[config.mk]
export PLATFORM = sky130hd
export DESIGN_NAME = uart_ahb_master
export DESIGN_NICKNAME = d
export VERILOG_FILES = /design/src/rtl/uart_ahb_master.sv
export SDC_FILE = /design/constraint.sdc
export NUM_CORES = 1
export LEC_CHECK = 0
export BUFFER_PORTS_ARGS = -buffer_cell sky130_fd_sc_hd__buf_2
export CORE_AREA = 2 2 178 145
export DETAILED_ROUTE_END_ITERATION = 16
export DIE_AREA = 0 0 180 147
export PLACE_DENSITY_LB_ADDON = 0.3
export SETUP_SLACK_MARGIN = 0.15
export SYNTH_ARGS = -nofsm -noshare
export SYNTH_HDL_FRONTEND = slang
export SYNTH_SLANG_ARGS = --single-unit
[constraint.sdc]
create_clock -name hclk -period 3.4 [get_ports hclk]
set_input_delay 0.34 -clock hclk [delete_from_list [all_inputs] [get_ports hclk]]
set_output_delay 0.34 -clock hclk [all_outputs]
set_load 0.005 [all_outputs]
[src/rtl/uart_ahb_master.sv]
// UART-driven AHB-Lite single-word initiator: 8N1 command frames in on rx,
// one bus transfer per frame, status or read data returned on tx.
`timescale 1ns/1ps
module uart_ahb_master #(
  parameter int AWIDTH       = 32,
  parameter int DWIDTH       = 32,
  parameter int CLKS_PER_BIT = 8,
  parameter int TIMEOUT_BITS = 64
) (
  input  logic              hclk,
  input  logic              hresetn,
  input  logic              rx,
  output logic              tx,
  output logic [AWIDTH-1:0] haddr_o,
  output logic [1:0]        htrans_o,
  output logic              hwrite_o,
  output logic [2:0]        hsize_o,
  output logic [2:0]        hburst_o,
  output logic [DWIDTH-1:0] hwdata_o,
  input  logic [DWIDTH-1:0] hrdata_i,
  input  logic              hready_i,
  input  logic              hresp_i,
  output logic              busy_o
);

  localparam logic [15:0] BIT_LAST  = 16'(CLKS_PER_BIT - 1);
  localparam logic [15:0] HALF_LAST = 16'(CLKS_PER_BIT / 2 - 1);
  localparam logic [31:0] TMO_LAST  = 32'(TIMEOUT_BITS * CLKS_PER_BIT - 1);
  localparam logic [7:0]  CMD_WR    = 8'h57;
  localparam logic [7:0]  CMD_RD    = 8'h52;
  localparam logic [7:0]  RSP_OK    = 8'h4B;
  localparam logic [7:0]  RSP_ERR   = 8'h45;
  localparam logic [1:0]  TR_IDLE   = 2'b00;
  localparam logic [1:0]  TR_NONSEQ = 2'b10;

  typedef enum logic [2:0] {
    S_IDLE, S_GET_ADDR, S_GET_DATA, S_AHB_ADDR, S_AHB_DATA, S_SEND_RESP
  } state_t;

  state_t              state_r, state_nx_s;
  logic                rx_meta_r, rx_sync_r, rx_prev_r, rx_busy_r, rx_valid_r;
  logic [3:0]          rx_bit_r;
  logic [15:0]         rx_cnt_r, tx_cnt_r;
  logic [7:0]          rx_shift_r, rx_byte_r, tx_byte_s;
  logic [9:0]          tx_shift_r;
  logic [3:0]          tx_left_r;
  logic                tx_idle_s, tx_load_s;
  logic                is_write_r, resp_err_r;
  logic [1:0]          byte_cnt_r;
  logic [2:0]          resp_left_r;
  logic [31:0]         addr_sh_r, addr_nx_s, tmo_r;
  logic [DWIDTH-1:0]   data_sh_r, data_nx_s, resp_data_r;
  logic [1:0]          htrans_r;
  logic [AWIDTH-1:0]   haddr_r;
  logic                hwrite_r, busy_r;
  logic [DWIDTH-1:0]   hwdata_r;

  assign tx_idle_s = (tx_left_r == 4'd0);
  assign tx        = tx_shift_r[0];
  assign htrans_o  = htrans_r;
  assign haddr_o   = haddr_r;
  assign hwrite_o  = hwrite_r;
  assign hwdata_o  = hwdata_r;
  assign busy_o    = busy_r;
  assign hsize_o   = 3'b010;
  assign hburst_o  = 3'b000;

  // Receiver: synchronize rx, sample mid start bit, then every bit centre.
  always_ff @(posedge hclk or negedge hresetn) begin
    if (!hresetn) begin
      rx_meta_r  <= 1'b1;
      rx_sync_r  <= 1'b1;
      rx_prev_r  <= 1'b1;
      rx_busy_r  <= 1'b0;
      rx_valid_r <= 1'b0;
      rx_bit_r   <= 4'd0;
      rx_cnt_r   <= 16'd0;
      rx_shift_r <= 8'h00;
      rx_byte_r  <= 8'h00;
    end else begin
      rx_meta_r  <= rx;
      rx_sync_r  <= rx_meta_r;
      rx_prev_r  <= rx_sync_r;
      rx_valid_r <= 1'b0;
      if (!rx_busy_r) begin
        if (rx_prev_r && !rx_sync_r) begin
          rx_busy_r <= 1'b1;
          rx_bit_r  <= 4'd0;
          rx_cnt_r  <= 16'd0;
        end
      end else if (rx_cnt_r == ((rx_bit_r == 4'd0) ? HALF_LAST : BIT_LAST)) begin
        rx_cnt_r <= 16'd0;
        rx_bit_r <= rx_bit_r + 4'd1;
        if (rx_bit_r == 4'd0) begin
          if (rx_sync_r) rx_busy_r <= 1'b0;
        end else if (rx_bit_r == 4'd9) begin
          rx_busy_r <= 1'b0;
          if (rx_sync_r) begin
            rx_valid_r <= 1'b1;
            rx_byte_r  <= rx_shift_r;
          end
        end else begin
          rx_shift_r <= {rx_sync_r, rx_shift_r[7:1]};
        end
      end else begin
        rx_cnt_r <= rx_cnt_r + 16'd1;
      end
    end
  end

  // Transmitter: 10-bit frame shifted out LSB first; shifts in ones so idle is high.
  always_ff @(posedge hclk or negedge hresetn) begin
    if (!hresetn) begin
      tx_shift_r <= 10'h3FF;
      tx_cnt_r   <= 16'd0;
      tx_left_r  <= 4'd0;
    end else if (tx_load_s) begin
      tx_shift_r <= {1'b1, tx_byte_s, 1'b0};
      tx_cnt_r   <= 16'd0;
      tx_left_r  <= 4'd10;
    end else if (!tx_idle_s) begin
      if (tx_cnt_r == BIT_LAST) begin
        tx_cnt_r   <= 16'd0;
        tx_shift_r <= {1'b1, tx_shift_r[9:1]};
        tx_left_r  <= tx_left_r - 4'd1;
      end else begin
        tx_cnt_r <= tx_cnt_r + 16'd1;
      end
    end
  end

  // Next-state, response byte selection and field shift values.
  always_comb begin
    state_nx_s = state_r;
    tx_load_s  = 1'b0;
    addr_nx_s  = addr_sh_r;
    data_nx_s  = data_sh_r;
    if (resp_err_r) begin
      tx_byte_s = RSP_ERR;
    end else if (is_write_r) begin
      tx_byte_s = RSP_OK;
    end else begin
      tx_byte_s = resp_data_r[DWIDTH-1 -: 8];
    end
    case (state_r)
      S_IDLE: begin
        if (rx_valid_r && (rx_byte_r == CMD_WR || rx_byte_r == CMD_RD)) state_nx_s = S_GET_ADDR;
        else state_nx_s = S_IDLE;
      end
      S_GET_ADDR: begin
        if (rx_valid_r) begin
          addr_nx_s = {addr_sh_r[23:0], rx_byte_r};
          if (byte_cnt_r == 2'd3) state_nx_s = is_write_r ? S_GET_DATA : S_AHB_ADDR;
          else state_nx_s = S_GET_ADDR;
        end else if (tmo_r == TMO_LAST) begin
          state_nx_s = S_IDLE;
        end else begin
          state_nx_s = S_GET_ADDR;
        end
      end
      S_GET_DATA: begin
        if (rx_valid_r) begin
          data_nx_s = {data_sh_r[DWIDTH-9:0], rx_byte_r};
          if (byte_cnt_r == 2'd3) state_nx_s = S_AHB_ADDR;
          else state_nx_s = S_GET_DATA;
        end else if (tmo_r == TMO_LAST) begin
          state_nx_s = S_IDLE;
        end else begin
          state_nx_s = S_GET_DATA;
        end
      end
      S_AHB_ADDR: state_nx_s = hready_i ? S_AHB_DATA : S_AHB_ADDR;
      S_AHB_DATA: state_nx_s = hready_i ? S_SEND_RESP : S_AHB_DATA;
      S_SEND_RESP: begin
        if (resp_left_r != 3'd0) begin
          tx_load_s = tx_idle_s;
        end else if (tx_idle_s) begin
          state_nx_s = S_IDLE;
        end else begin
          state_nx_s = S_SEND_RESP;
        end
      end
      default: state_nx_s = S_IDLE;
    endcase
  end

  // Control state, frame fields, timeout and response capture.
  always_ff @(posedge hclk or negedge hresetn) begin
    if (!hresetn) begin
      state_r     <= S_IDLE;
      is_write_r  <= 1'b0;
      byte_cnt_r  <= 2'd0;
      addr_sh_r   <= 32'd0;
      data_sh_r   <= '0;
      resp_data_r <= '0;
      resp_err_r  <= 1'b0;
      resp_left_r <= 3'd0;
      tmo_r       <= 32'd0;
    end else begin
      state_r   <= state_nx_s;
      addr_sh_r <= addr_nx_s;
      data_sh_r <= data_nx_s;
      if ((state_r == S_GET_ADDR || state_r == S_GET_DATA) && !rx_valid_r) tmo_r <= tmo_r + 32'd1;
      else tmo_r <= 32'd0;
      case (state_r)
        S_IDLE: begin
          if (state_nx_s == S_GET_ADDR) begin
            is_write_r <= (rx_byte_r == CMD_WR);
            byte_cnt_r <= 2'd0;
          end
        end
        S_GET_ADDR, S_GET_DATA: begin
          if (rx_valid_r) byte_cnt_r <= byte_cnt_r + 2'd1;
        end
        S_AHB_DATA: begin
          if (hready_i) begin
            resp_data_r <= hrdata_i;
            resp_err_r  <= hresp_i;
            resp_left_r <= (hresp_i || is_write_r) ? 3'd1 : 3'd4;
          end
        end
        S_SEND_RESP: begin
          if (tx_load_s) begin
            resp_left_r <= resp_left_r - 3'd1;
            resp_data_r <= {resp_data_r[DWIDTH-9:0], 8'h00};
          end
        end
        default: begin
        end
      endcase
    end
  end

  // Bus outputs registered from the next state so they align with it.
  always_ff @(posedge hclk or negedge hresetn) begin
    if (!hresetn) begin
      htrans_r <= TR_IDLE;
      haddr_r  <= '0;
      hwrite_r <= 1'b0;
      hwdata_r <= '0;
      busy_r   <= 1'b0;
    end else begin
      busy_r   <= (state_nx_s != S_IDLE);
      htrans_r <= (state_nx_s == S_AHB_ADDR) ? TR_NONSEQ : TR_IDLE;
      if (state_r != S_AHB_ADDR && state_nx_s == S_AHB_ADDR) begin
        haddr_r  <= {addr_nx_s[AWIDTH-1:2], 2'b00};
        hwrite_r <= is_write_r;
        hwdata_r <= data_nx_s;
      end
    end
  end

endmodule

==> impl_metrics.toml, run 1 <==
[hold_path]
hold_path.class = "input pin to flop"

[die]
start_util = 0.481
num_rows = 52
core_area_um2 = 24800
die_y_um = 147
die_x_um = 180
ios = 112
die_area_um2 = 26500

[synth]
synth-seq-cells = 273
synth_common_cells = "dfrtp_1, nand2_1, nor2_1"
synthTopCellsByArea = "dfrtp_1, mux2_2, mux2_1"
syn_area_um2 = 11900
async_reset_ff_frac = 1.00
synth_warnings = 0
synth_most_common_cell = "dfrtp_1"
synthCells = 1029
synth-edff-count = 0
yosysUniqueCellTypes = 65
synth.avg_cell_area_um2 = 11.6
yosysTopAreaCellShare = 0.548
ys.flop_type = "dfrtp_1"
yosys.area.top_type = "dfrtp_1"
yosysSeqAreaShare = 0.574

[power_and_ir_drop]
power.leakage_nw = 6.61
finalPower_mw = 6.80
powerDensity_nw_per_um2 = 500
peakVddDrop_mv = 0.397

[critical_path]
path_cells = "or4b_1 > nor4_4 > nor4_2 > a211oi_4 > buf_12 > mux2_2"
cp_slowest_cell = "or4b_1"
worst_setup_path_start_kind = "flop"
cp.arrival_ns = 3.13
worstPathMaxFanout = 63
required_ns = 3.81
slowest_delay_ns = 0.62
worstSetupPathType = "flop to flop"
crit_path_end_kind = "flop"

[cts]
cts_tree = "yes"
cts_inserted_buffers = 27
htree_levels = 1
cts_setup_buffers = 0
clock_path_buffers = 3
cts.clk_slew.worst_paths_ns = 0.06
cts_sinks = 273
post_cts_resized = 0
root_buffer = "clkbuf_16"
clk_latency_ns = 0.52

[timing]
fin_crit_ns = 2.72
period_share = 0.800
finalHoldViolCount = 0
tightest_slew_ns = 1.19
fin_worst_skew_ns = 0.0106
timing.fmax_mhz = 368
slew_viol_final = 0
tns_ns = 0
rsz0062_at_grt = "no"
relSlewSlack = 0.198
setup_viol_count_final = 0

[route]
routed_via_density = 5.38
wirelength_mm = 22.8
dr.pass1.iters = 6
wl_per_cell_um = 15.6
drtAntennaViolNets = 0
drc = 0
num_vias = 7894
drtIter0Drc = 421

[placement]
place.gp.congestion = 0.817
port_buffers = 102
hpwl_mm = 15.2
place_area_um2 = 12700

[final_layout]
design.final.nets = 1170
drive_above_1_share = 0.229
num_antenna_cells = 0
fin_area_um2 = 13600
syn_to_final_growth_pct = 14.0
fin_util = 0.548

[run_status]
status = "finished, final reports clean"

[grt]
track_usage = 0.176
grt_overflow_total = 0
antenna_found_initial = 0
grt_pass1_vias = 7933
grt_max_degree = 102
grt_pass1_wl_mm = 39.4

[job]
max_cap_violations = 0
stage by stage:
step | hold WS (ns) | std cells | setup WS, ns
floorplan | 0.0444 | 1036 | 1.02
global placement | 0.366 | 1416 | 0.799
detailed placement | 0.367 | 1416 | 0.705
CTS | 0.0135 | 1467 | 0.694
global route | 0.0296 | 1467 | 0.490
finish | 0.0350 | 1467 | 0.679
critical path, delay by kind of cell (launching register included):
kind	cells	cell delay, ns
compound gates	1	0.27
buf+inv	1	0.36
flops	1	0.50
mux	1	0.38
simple gates	3	1.08
sequential cells by signal, indices dropped and copies added, names as in the netlist, 4 cells and up:
signal / cells
rx_shift_r: 8
data_sh_r: 32
rx_cnt_r: 16
tx_shift_r: 9
tx_cnt_r: 16
tmo_r: 32
rx_byte_r: 8
tx_left_r: 4
addr_sh_r: 32
haddr_o: 30
resp_data_r: 32
hwdata_o: 32
rx_bit_r: 4
path summary, 6_finish.rpt:
kind                                      start                          end  slack (ns)  cells after the start
setup / recovery           state_r[0]$_DFF_PN0_         hwrite_o$_DFFE_PN0P_        0.68                      6
hold / removal                      hrdata_i[6]   resp_data_r[6]$_DFFE_PN0P_        0.03                      3
setup reg to reg           state_r[0]$_DFF_PN0_         hwrite_o$_DFFE_PN0P_        0.68                      6
hold reg to reg             rx_meta_r$_DFF_PN1_          rx_sync_r$_DFF_PN1_        0.37                      0
max in group asynchronous               hresetn      haddr_o[24]$_DFFE_PN0P_        2.02                      3
min in group asynchronous               hresetn  resp_data_r[13]$_DFFE_PN0P_        0.47                      2
power breakdown:
group          internal, mW  total [mW]  switching (mW)
Sequential             3.33        3.43          0.0970
Combinational         0.218       0.550           0.332
Clock                  1.63        2.82            1.19
Total                  5.18        6.80            1.62
cells by family after synthesis:
group | Yosys count | share of synthesized area
and+or+nand+nor | 348 | 0.146
adders and majority gates | 10 | 0.0105
xor gates and xnor gates | 40 | 0.0294
DFF | 273 | 0.574
other | 2 | 0.000630
AOI/OAI and AO/OA | 136 | 0.0715
muxes | 146 | 0.138
buffers and inverters | 74 | 0.0302
final cells by class:
type                    instances  area [um^2]
clock inverters                 7         65.1
flip-flops and latches        273         6850
multi-input cells             689         4760
fillers                      2185        11200
clock buffers                  42          772
inverters                      14         52.6
repair buffers                118          683
well taps                     324          405
layout by cell type, fill, tap and decap left out, types with 9 or more instances in the layout:
cell / instances
mux2_2: 81
nand2b_1: 14
and4_1: 12
a21oi_1: 22
dfrtp_1: 261
nand3_1: 39
conb_1: 9
nand4_1: 18
clkbuf_1: 11
o21ai_0: 39
ha_1: 10
clkbuf_16: 27
nand2_1: 104
nor3_1: 13
and3_1: 16
a31oi_1: 41
nor2_1: 83
dfstp_2: 12
nor4_1: 18
mux2_1: 64
inv_1: 14
xnor2_1: 13
xor2_1: 27
buf_4: 11
buf_2: 101
per-layer routing:
layer,up-vias,part of all wire,global-route usage
li1,3809,-,-
met1,3960,0.49,0.255
met2,98,0.46,0.284
met3,27,0.028,0.0270
met4,0,0.017,0.0374
met5,-,0,0
what timing repair did:
item,4_1_cts,5_1_grt
endpoints found under the setup margin,0,0
hold endpoints to repair,95,0
hold buffers,2,0
Note: power is estimated with default switching activity, not from simulation.
==> inputs of run 2 (changes only) <==
Settings changed: ABC_AREA set to 1, CORE_AREA 2 2 178 145 to 2 2 182 148, DIE_AREA 0 0 180 147 to 0 0 184 150.
Clock period 3.4 ns to 2.58 ns, I/O delays scaled along.
==> run 2 against run 1 <==
  * Setup slack got worse by 0.21 ns
  * Critical path type unchanged
  * Clock skew rose by 0.0040 ns
  * Flip-flop and latch count did not move
  * Final cell count rose by 33%
  * Largest cell class unchanged
  * Synthesized cell count rose by 45%
  * Clock-buffer cell count fell by 4
  * Design area rose by 7.7%
  * Via count rose by 30%
  * Total power rose by 70%
==> impl_metrics.toml, run 2 <==
[die]
die_area_um2 = 27600
ios = 112
die_y_um = 150
die_x_um = 184
core_area_um2 = 25900
start_util = 0.484
num_rows = 53

[critical_path]
rr_startpoint = "state_r[1]$_DFF_PN0_"
required_ns = 3.05
worstPathMaxFanout = 34
slowest_delay_ns = 0.46
crit_path_end_kind = "flop"
cp_slowest_cell = "dfrtp_1"
path_cells = "inv_2 > nand3_1 > inv_2 > buf_6 > nand2_1 > nand2_1 > nand2_2 > inv_2 > nand2_1 > o21ai_1"
startpoint = "state_r[1]$_DFF_PN0_"
worstSetupPathType = "flop to flop"
cp.arrival_ns = 2.58
worst_setup_path_start_kind = "flop"

[final_layout]
most-common-layout-cells = "nand2_1, dfrtp_1, nor2_1"
design.final.nets = 1651
drive_above_1_share = 0.130
final_common_cell = "nand2_1"
syn_to_final_growth_pct = 17.0

[grt]
busiest_layer = "met2"
grt_max_degree = 69
track_usage = 0.210
met2_usage = 0.322
grt_overflow_total = 0
grt_pass1_wl_mm = 47.8
met1_usage = 0.317
antenna_found_initial = 1
grt_pass1_vias = 9641
met3_usage = 0.0268

[cts]
cts_tree = "yes"
clock_path_buffers = 3
cts.clk_slew.worst_paths_ns = 0.06
root_buffer = "clkbuf_16"
cts_sinks = 273
cts_inserted_buffers = 29
clk_latency_ns = 0.55
htree_levels = 1

[synth]
yosys.area.top_type = "dfrtp_1"
synthTopCellsByArea = "dfrtp_1, nand2_1, nor2_1"
yosysSeqAreaShare = 0.548
synth_most_common_cell = "nand2_1"
synth-edff-count = 0
yosysUniqueCellTypes = 42
yosysTopAreaCellShare = 0.522
synthCells = 1490
syn_area_um2 = 12500
synth_common_cells = "nand2_1, dfrtp_1, nor2_1"
ys.flop_type = "dfrtp_1"
synth_warnings = 0
synth.avg_cell_area_um2 = 8.39
synth-seq-cells = 273
async_reset_ff_frac = 1.00

[timing]
timing.fmax_mhz = 473
worst_hold_slack_ns = 0.0378
rsz0062_at_grt = "yes"
setup_viol_count_final = 0
tns_ns = 0
fin_worst_skew_ns = 0.0146
relSlewSlack = 0.552
fin_crit_ns = 2.11
finalHoldViolCount = 0
tightest_slew_ns = 0.672
period_share = 0.819
slew_viol_final = 0

[hold_path]
holdCritStartpoint = "hready_i"
hold_path.class = "input pin to flop"

[route]
dr.pass1.iters = 5
drc = 0
drtAntennaViolNets = 0
wl_per_cell_um = 14.5
wirelength_mm = 28.4
num_vias = 10300
drtIter0Drc = 833
routed_via_density = 5.25

[placement]
place.gp.congestion = 0.865
hpwl_mm = 18.8
port_buffers = 102

[run_status]
status = "finished, final reports clean"

[power_and_ir_drop]
powerDensity_nw_per_um2 = 790
peakVddDrop_mv = 0.556
power.leakage_nw = 7.19

[job]
max_cap_violations = 0
run 2: worst paths after layout:
check / cells after the start / slack, ns / endpoint
max in group asynchronous: 3 / 1.44 / hwdata_o[22]$_DFFE_PN0P_
setup reg to reg: 10 / 0.47 / tx_shift_r[5]$_DFFE_PN1P_
setup / recovery: 10 / 0.47 / tx_shift_r[5]$_DFFE_PN1P_
hold reg to reg: 0 / 0.35 / rx_sync_r$_DFF_PN1_
hold / removal: 3 / 0.04 / resp_err_r$_DFFE_PN0N_
min in group asynchronous: 2 / 0.20 / tx_cnt_r[13]$_DFFE_PN0P_
run 2: layout make-up:
| type | count | area (um^2) |
|---|---|---|
| Tap cell | 330 | 413 |
| Fill cell | 2274 | 11200 |
| Antenna cell | 1 | 2.50 |
| Clock buffer | 38 | 820 |
| Inverter | 154 | 578 |
| Sequential cell | 273 | 6850 |
| Clock inverter | 15 | 176 |
| Multi-Input combinational cell | 992 | 4740 |
| Timing Repair Buffer | 154 | 1060 |
run 2: through the flow:
stage	instance area [um^2]	std cells	util	power [mW]	worst slack, ns
floorplan	12500	1497	-	6.76	0.878
global placement	13300	1870	0.514	7.25	0.449
detailed placement	13300	1870	0.514	7.32	0.347
CTS	14600	1956	0.566	11.6	0.323
global route	14600	1957	0.566	12.2	0.150
finish	14600	1957	0.566	11.6	0.468
run 2: where the power goes:
part	internal, mW	total [mW]	switching, mW
Clock	2.54	4.26	1.71
Combinational	0.709	2.17	1.47
Sequential	4.79	5.13	0.339
Total	8.05	11.6	3.52
run 2: cells by family after synthesis:
kind of cell,synth area share
AND/OR/NAND/NOR,0.252
flip-flops,0.548
adder cells (fa/ha/maj),0.0100
AO/OA/AOI/OAI,0.0935
other,0.000601
XOR/XNOR,0.0182
buffers and inverters,0.0780
run 2: per-layer routing:
metal	wire length (um)	up-vias
li1	-	5079
met4	537	0
met1	13600	4898
met5	0	-
met3	1290	37
met2	13000	260
run 2: critical path: cells and delay by family, from the launching register on:
family | cells | cell delay [ns]
flip-flops | 1 | 0.46
buffers and inverters | 4 | 0.72
AND/OR/NAND/NOR | 5 | 0.78
AO/OA/AOI/OAI | 1 | 0.09
run 2: what timing repair did:
action                                  CTS  global route
setup buffers                             0             0
hold endpoints to repair                150             0
endpoints found under the setup margin    0            10
gates resized for setup                   0             2
hold buffers                             33             0
